[config.mk]
export PLATFORM = sky130hd
export DESIGN_NAME = pattern_frame_ctrl_flat
export DESIGN_NICKNAME = d
export VERILOG_FILES = /design/src/rtl/pattern_pkg.sv /design/src/rtl/pattern_frame_ctrl_if.sv /design/src/rtl/pattern_frame_ctrl_pclk_divider.sv /design/src/rtl/pattern_frame_ctrl.sv /design/src/flat_wrapper.sv
export SDC_FILE = /design/constraint.sdc
export NUM_CORES = 1
export LEC_CHECK = 0
export CAP_MARGIN = 20
export CORE_UTILIZATION = 30
export DETAILED_ROUTE_END_ITERATION = 10
export MAX_ROUTING_LAYER = met4
export PLACE_DENSITY = 0.51
export SYNTH_ARGS = -nofsm -noshare
export SYNTH_HDL_FRONTEND = slang
export SYNTH_HIERARCHICAL = 1
export SYNTH_SLANG_ARGS = --single-unit
[constraint.sdc]
create_clock -name sys_clk -period 5.04 [get_ports sys_clk]
set_input_delay 0.504 -clock sys_clk [delete_from_list [all_inputs] [get_ports sys_clk]]
set_output_delay 0.504 -clock sys_clk [all_outputs]
set_load 0.01 [all_outputs]
[src/rtl/pattern_pkg.sv]
// Shared types and constants for the test-pattern frame sequencer.
package pattern_pkg;

  localparam int PIX_W = 8;

  typedef enum logic [1:0] {
    IDLE = 2'd0,
    LINE = 2'd1,
    HBLK = 2'd2,
    VBLK = 2'd3
  } state_t;

  localparam logic [1:0] MODE_X   = 2'd0;
  localparam logic [1:0] MODE_Y   = 2'd1;
  localparam logic [1:0] MODE_RUN = 2'd2;
  localparam logic [1:0] MODE_CHK = 2'd3;

  localparam logic [PIX_W-1:0] CHK_A = 8'hA5;
  localparam logic [PIX_W-1:0] CHK_B = 8'h5A;

endpackage

[src/rtl/pattern_frame_ctrl_if.sv]
// Parallel pixel bus toward the capture sink: pixel clock, frame/line valid and data.
interface pattern_frame_ctrl_if;
  import pattern_pkg::*;

  logic             pclk;
  logic             fval;
  logic             lval;
  logic [PIX_W-1:0] data_out;

  modport master (output pclk, output fval, output lval, output data_out);
  modport slave  (input  pclk, input  fval, input  lval, input  data_out);
endinterface

[src/rtl/pattern_frame_ctrl_pclk_divider.sv]
// Pixel-rate divider: div counter, registered pclk and a tick on the last cycle of each pixel.
module pclk_divider #(
  parameter int PCLK_DIV = 2
) (
  input  logic                        sys_clk,
  input  logic                        sys_rst_n,
  input  logic                        en,
  output logic [$clog2(PCLK_DIV)-1:0] div,
  output logic                        pclk,
  output logic                        tick
);
  localparam int DW = $clog2(PCLK_DIV);
  localparam logic [DW-1:0] DIV_LAST = DW'(PCLK_DIV - 1);
  localparam logic [DW-1:0] DIV_HALF = DW'(PCLK_DIV / 2);

  logic [DW-1:0] div_n;

  assign tick = en && (div == DIV_LAST);

  always_comb begin
    div_n = '0;
    if (en && !tick) div_n = div + 1'b1;
  end

  // pclk is derived from the next count so it is glitch-free and low while disabled
  always_ff @(posedge sys_clk or negedge sys_rst_n) begin
    if (!sys_rst_n) begin
      div  <= '0;
      pclk <= 1'b0;
    end else begin
      div  <= div_n;
      pclk <= (div_n >= DIV_HALF);
    end
  end
endmodule

[src/rtl/pattern_frame_ctrl.sv]
// Frame/line sequencer emulating image-sensor timing on the parallel pixel bus.
module pattern_frame_ctrl
  import pattern_pkg::*;
#(
  parameter int          H_ACTIVE  = 16,
  parameter int          H_BLANK   = 4,
  parameter int          V_ACTIVE  = 8,
  parameter int          V_BLANK   = 2,
  parameter int          PCLK_DIV  = 2,
  parameter logic [15:0] CNT_RESET = 16'h0000
) (
  input  logic                        sys_clk,
  input  logic                        sys_rst_n,
  input  logic                        start,
  input  logic                        stop,
  input  logic [1:0]                  mode,
  pattern_frame_ctrl_if.master        pix,
  output logic                        busy,
  output logic                        frame_done,
  output logic [15:0]                 frame_cnt
);
  localparam int H_TOT = H_ACTIVE + H_BLANK;
  localparam int V_TOT = V_ACTIVE + V_BLANK;
  localparam int XW    = $clog2(H_TOT);
  localparam int YW    = (V_TOT > 2) ? $clog2(V_TOT) : 1;
  localparam int DW    = $clog2(PCLK_DIV);

  localparam logic [XW-1:0] X_LAST_ACT = XW'(H_ACTIVE - 1);
  localparam logic [XW-1:0] X_LAST     = XW'(H_TOT - 1);
  localparam logic [YW-1:0] Y_LAST_ACT = YW'(V_ACTIVE - 1);
  localparam logic [YW-1:0] Y_LAST     = YW'(V_TOT - 1);
  localparam logic [DW-1:0] DIV_PEN    = DW'(PCLK_DIV - 2);

  state_t           state;
  logic [XW-1:0]    x;
  logic [YW-1:0]    y;
  logic [1:0]       mode_q;
  logic [PIX_W-1:0] run;
  logic             stop_q;
  logic             busy_q, fval_q, lval_q, done_q;
  logic [PIX_W-1:0] data_q;
  logic [15:0]      cnt_q;
  logic [DW-1:0]    div;
  logic             pclk_w, tick;
  logic             done_set;

  function automatic logic [PIX_W-1:0] pix_value(input logic [1:0] m, input logic [XW-1:0] px,
                                                 input logic [YW-1:0] py, input logic [PIX_W-1:0] rb);
    case (m)
      MODE_X:   return PIX_W'(px);
      MODE_Y:   return PIX_W'(py);
      MODE_RUN: return rb;
      default:  return px[0] ? CHK_B : CHK_A;
    endcase
  endfunction

  pclk_divider #(.PCLK_DIV(PCLK_DIV)) u_div (
    .sys_clk   (sys_clk),
    .sys_rst_n (sys_rst_n),
    .en        (busy_q),
    .div       (div),
    .pclk      (pclk_w),
    .tick      (tick)
  );

  // Raised one cycle early so the registered pulse covers the final VBLK cycle
  assign done_set = (state == VBLK) && (x == X_LAST) && (y == Y_LAST) && (div == DIV_PEN);

  always_ff @(posedge sys_clk or negedge sys_rst_n) begin
    if (!sys_rst_n) begin
      state  <= IDLE;
      x      <= '0;
      y      <= '0;
      mode_q <= MODE_X;
      run    <= '0;
      stop_q <= 1'b0;
      busy_q <= 1'b0;
      fval_q <= 1'b0;
      lval_q <= 1'b0;
      data_q <= '0;
      done_q <= 1'b0;
      cnt_q  <= CNT_RESET;
    end else begin
      done_q <= done_set;
      if (done_set) cnt_q <= cnt_q + 16'd1;
      if (state != IDLE && stop) stop_q <= 1'b1;
      case (state)
        IDLE: begin
          if (start) begin
            state  <= LINE;
            busy_q <= 1'b1;
            fval_q <= 1'b1;
            lval_q <= 1'b1;
            x      <= '0;
            y      <= '0;
            mode_q <= mode;
            data_q <= pix_value(mode, '0, '0, '0);
            run    <= 8'd1;
            stop_q <= stop;
          end
        end
        LINE: if (tick) begin
          x <= x + 1'b1;
          if (x == X_LAST_ACT) begin
            state  <= HBLK;
            lval_q <= 1'b0;
            data_q <= '0;
          end else begin
            data_q <= pix_value(mode_q, x + 1'b1, y, run);
            run    <= run + 8'd1;
          end
        end
        HBLK: if (tick) begin
          if (x == X_LAST) begin
            x <= '0;
            y <= y + 1'b1;
            if (y == Y_LAST_ACT) begin
              state  <= VBLK;
              fval_q <= 1'b0;
            end else begin
              state  <= LINE;
              lval_q <= 1'b1;
              data_q <= pix_value(mode_q, '0, y + 1'b1, run);
              run    <= run + 8'd1;
            end
          end else begin
            x <= x + 1'b1;
          end
        end
        VBLK: if (tick) begin
          if (x == X_LAST) begin
            x <= '0;
            if (y == Y_LAST) begin
              y <= '0;
              // A stop arriving on the very last cycle still ends the stream here
              if (stop_q || stop) begin
                state  <= IDLE;
                busy_q <= 1'b0;
                stop_q <= 1'b0;
              end else begin
                state  <= LINE;
                fval_q <= 1'b1;
                lval_q <= 1'b1;
                mode_q <= mode;
                data_q <= pix_value(mode, '0, '0, '0);
                run    <= 8'd1;
              end
            end else begin
              y <= y + 1'b1;
            end
          end else begin
            x <= x + 1'b1;
          end
        end
        default: state <= IDLE;
      endcase
    end
  end

  assign pix.pclk     = pclk_w;
  assign pix.fval     = fval_q;
  assign pix.lval     = lval_q;
  assign pix.data_out = data_q;
  assign busy         = busy_q;
  assign frame_done   = done_q;
  assign frame_cnt    = cnt_q;
endmodule

[src/flat_wrapper.sv]
// flat-port wrapper written by rule: the top's interface ports become plain ports
module pattern_frame_ctrl_flat import pattern_pkg::*;
#(
  parameter int          H_ACTIVE  = 16,
  parameter int          H_BLANK   = 4,
  parameter int          V_ACTIVE  = 8,
  parameter int          V_BLANK   = 2,
  parameter int          PCLK_DIV  = 2,
  parameter logic [15:0] CNT_RESET = 16'h0000
)
  (sys_clk, sys_rst_n, start, stop, mode, busy, frame_done, frame_cnt, pix_pclk, pix_fval, pix_lval, pix_data_out);
  pattern_frame_ctrl_if pix_i ();
  input  logic sys_clk;
  input  logic sys_rst_n;
  input  logic start;
  input  logic stop;
  input  logic [1:0] mode;
  output logic busy;
  output logic frame_done;
  output logic [15:0] frame_cnt;
  output wire logic [$bits(pix_i.pclk)-1:0] pix_pclk;
  output wire logic [$bits(pix_i.fval)-1:0] pix_fval;
  output wire logic [$bits(pix_i.lval)-1:0] pix_lval;
  output wire logic [$bits(pix_i.data_out)-1:0] pix_data_out;
  assign pix_pclk = pix_i.pclk;
  assign pix_fval = pix_i.fval;
  assign pix_lval = pix_i.lval;
  assign pix_data_out = pix_i.data_out;
  pattern_frame_ctrl #(.H_ACTIVE(H_ACTIVE), .H_BLANK(H_BLANK), .V_ACTIVE(V_ACTIVE), .V_BLANK(V_BLANK), .PCLK_DIV(PCLK_DIV), .CNT_RESET(CNT_RESET)) u_core (.sys_clk(sys_clk), .sys_rst_n(sys_rst_n), .start(start), .stop(stop), .mode(mode), .pix(pix_i), .busy(busy), .frame_done(frame_done), .frame_cnt(frame_cnt));
endmodule
==> impl_metrics.env <==
export IMPL_antenna_found_initial=0
export IMPL_drv_cap=0
export IMPL_critical_path_endpoint_type="register"
export IMPL_n_antenna_cell=0
export IMPL_ys_ff_latch=51
export IMPL_finalWorstSetupSlack_ps=2370
export IMPL_fmax_ghz=0.375
export IMPL_final_layout_size_suffix_gt1_share_pct=9.57
export IMPL_maxSlewViolCount=0
export IMPL_vias_per_cell=4.92
export IMPL_relSlewSlack_pct=51.7
export IMPL_reg2regPathDepth=7
export IMPL_synthesis_area_um2=2950
export IMPL_p_seq_share_pct=35.6
export IMPL_crit_buf_inv=1
export IMPL_final_antenna_net_count=0
export IMPL_io_pin_count=35
export IMPL_die_height_um=101
export IMPL_finalSetupViolCount=0
export IMPL_ctsRootBufferMaster="clkbuf_8"
export IMPL_drt_wirelength_per_cell_um=14.7
export IMPL_drt_total_wl_um=6660
export IMPL_finalNetCount=340
export IMPL_num_rows=35
export IMPL_syn_nets=311
export IMPL_cellInternalPower_mw=1.01
export IMPL_startpoint_type="register"
export IMPL_postSynthAreaPerCell_um2=10.0
export IMPL_worst_setup_path_type="register to register"
export IMPL_firstDrtPassIters=4
export IMPL_synthDistinctLibCells=58
export IMPL_post_place_ws_ps=2380
export IMPL_power_frac_comb_pct=50.4
export IMPL_whs_ps=296
export IMPL_io_buffers=34
export IMPL_min_period_ps=2670
export IMPL_initialDrtViolationCount=126
export IMPL_crit_cells=7
export IMPL_powerDensity_nw_per_um2=527
export IMPL_peakVddDrop_v=0.000238
export IMPL_final_common_cell="dfrtp_1"
export IMPL_clk_pin_slew_ps=110
export IMPL_leakage_nw=1.48
export IMPL_initial_utilization_pct=31.4
export IMPL_first_global_vias=2212
export IMPL_dp_hpwl_um=4780
export IMPL_syn2layout_area_growth_pct=18.2
export IMPL_crit_path_cell_trace="inv_1 -> ha_1 -> nor2b_1 -> o21ba_2 -> o21ai_1 -> or2_1 -> mux2_4"
export IMPL_arrival_ps=2870
export IMPL_cp_max_fo=13
export IMPL_rsz0062_at_grt="no"
export IMPL_tns_ps=0
export IMPL_numClockSinks=51
export IMPL_post_route_period_util_pct=52.9
export IMPL_track_usage_pct=14.9
export IMPL_ctsResizeCount=0
export IMPL_cts_tree="built"
export IMPL_core_area_um2=9370
export IMPL_syn_instance_count=294
export IMPL_clk_latency_ps=310
export IMPL_n_fill_cell=985
export IMPL_grt_pass1_wl_um=11600
export IMPL_grt_max_degree=52
export IMPL_cts_buffers=5
export IMPL_p_sw_share_pct=44.6
export IMPL_final_cell_mix="51 x dfrtp_1, 33 x clkdlybuf4s50_1, 27 x o21ai_0, 24 x nand2_1"
export IMPL_post_cts_buffers=0
export IMPL_synth_edff_count=0
export IMPL_clock_path_buffers=2
export IMPL_gp_congestion=0.813
export IMPL_ys_warnings_count=6
export IMPL_async_flop_share_pct=100
export IMPL_crit_slowest_cell="dfrtp_1"
export IMPL_cp_required_ps=5240
export IMPL_gr_total_overflow=0
export IMPL_vias=2231
export IMPL_synth_main_ff_cell="dfrtp_1"
export IMPL_critical_path_top_delay_family="simple AND/OR/NAND/NOR gates"
export IMPL_yosysSeqAreaShare_pct=43.3
export IMPL_finClkSkew_ps=6.95
export IMPL_p_switching_mw=0.818
export IMPL_tightest_slew_ps=723
export IMPL_postCtsHoldBufs=0
export IMPL_dieWidth_um=101
export IMPL_die_area_um2=10200
export IMPL_worstHoldPathType="input port to asynchronous set/reset pin"
export IMPL_max_stage_delay_ps=450
export IMPL_h_tree_depth=2
export IMPL_status="completed"
export IMPL_p_clk_share_pct=14.0
export IMPL_hold_viol_final=0
export IMPL_remaining_drc_errors=0
==> per-stage QoR <==
step / total power, mW / cells / area (um^2) / utilization, %
after floorplan: 1.31 / 294 / 2950 / -
final: 1.83 / 453 / 3480 / 37.2
after global placement: 1.56 / 444 / 3380 / 36.1
after detailed placement: 1.57 / 444 / 3380 / 36.1
after CTS: 1.83 / 452 / 3470 / 37.1
after global routing: 2.00 / 453 / 3480 / 37.2
==> power by group through the flow <==
stage,sequential [mW],combinational (mW),clock (mW)
2_1_floorplan,0.616,0.691,0
3_3_place_gp,0.664,0.898,0
3_5_place_dp,0.664,0.905,0
4_1_cts,0.655,0.908,0.272
5_1_grt,0.676,1.04,0.288
6_report,0.653,0.924,0.257
==> final timing paths <==
check	slack, ps	to	from
min in group sys_clk	480	u_core/frame_cnt[15]	u_core/frame_cnt[15]
worst max-delay path	2370	u_core/run[0]	u_core/state[1]
worst min register to register	480	u_core/frame_cnt[15]	u_core/frame_cnt[15]
worst max register to register	2370	u_core/run[0]	u_core/state[1]
max in group asynchronous	4280	u_core/state[0]	sys_rst_n
worst min-delay path	300	u_core/frame_cnt[8]	sys_rst_n
==> logic make-up (layout without fill, tap and decap cells) <==
| kind of cell | count (synthesis) | after routing | share of synthesized area, % |
|---|---|---|---|
| mux | 9 | 9 | 4.42 |
| buf+inv | 23 | 53 | 3.53 |
| compound gates | 75 | 75 | 16.4 |
| xor+xnor | 19 | 19 | 5.65 |
| flops | 51 | 51 | 43.3 |
| simple gates | 106 | 106 | 22.0 |
| fa+ha+maj | 11 | 11 | 4.67 |
==> routing by layer <==
metal	vias up	GRT usage, %	share of wire, %
li1	1121	-	-
met3	2	1.94	4.2
met2	48	21.0	43
met1	1060	22.0	52
met5	-	-	0
met4	0	4.35	0.60
==> registers in the layout, summed over array words and instances, names as in the netlist <==
name,flops
u_core/frame_cnt,16
u_core/pix.data_out,8
u_core/run,8
u_core/x,5
u_core/y,4
u_core/mode_q,2
u_core/state,2
u_core/busy,1
u_core/frame_done,1
u_core/pix.fval,1
u_core/pix.lval,1
u_core/stop_q,1
u_core/u_div/div,1
==> final cells by class <==
| cell class | count | area [um^2] | share of cell area [%] |
|---|---|---|---|
| Multi-Input combinational cell | 220 | 1570 | 45.0 |
| Sequential cell | 51 | 1280 | 36.7 |
| Timing Repair Buffer | 36 | 350 | 10.1 |
| Tap cell | 129 | 161 | 4.64 |
| Clock buffer | 5 | 68.8 | 1.98 |
| Inverter | 9 | 33.8 | 0.970 |
| Clock inverter | 3 | 26.3 | 0.755 |
==> Yosys cell counts (2+ instances only) <==
library cell	number	area, um^2
nor3b_1	4	30.0
o22ai_1	2	12.5
dfrtp_1	51	1280
nand2_1	24	90.1
o31ai_1	7	52.6
a31oi_1	3	18.8
nand4_2	2	25.0
a211oi_1	2	15.0
nand3b_1	3	22.5
buf_2	5	25.0
mux2_2	5	56.3
o311ai_1	3	26.3
or3_1	4	25.0
a21oi_1	11	55.1
nor2b_1	4	25.0
xnor2_1	15	131
nand4_1	4	25.0
ha_1	11	138
clkbuf_1	6	22.5
o211ai_1	3	22.5
o2bb2ai_1	3	26.3
xor2_1	4	35.0
a22o_1	4	35.0
o21ai_0	27	135
and3_1	4	25.0
o21bai_1	2	15.0
nand2b_1	9	56.3
o21ba_2	2	20.0
nor3_1	2	10.0
nand3_1	15	75.1
o221ai_1	2	17.5
and4_1	4	35.0
nor2_1	14	52.6
inv_1	9	33.8
Note: power is estimated with default switching activity, not from simulation.
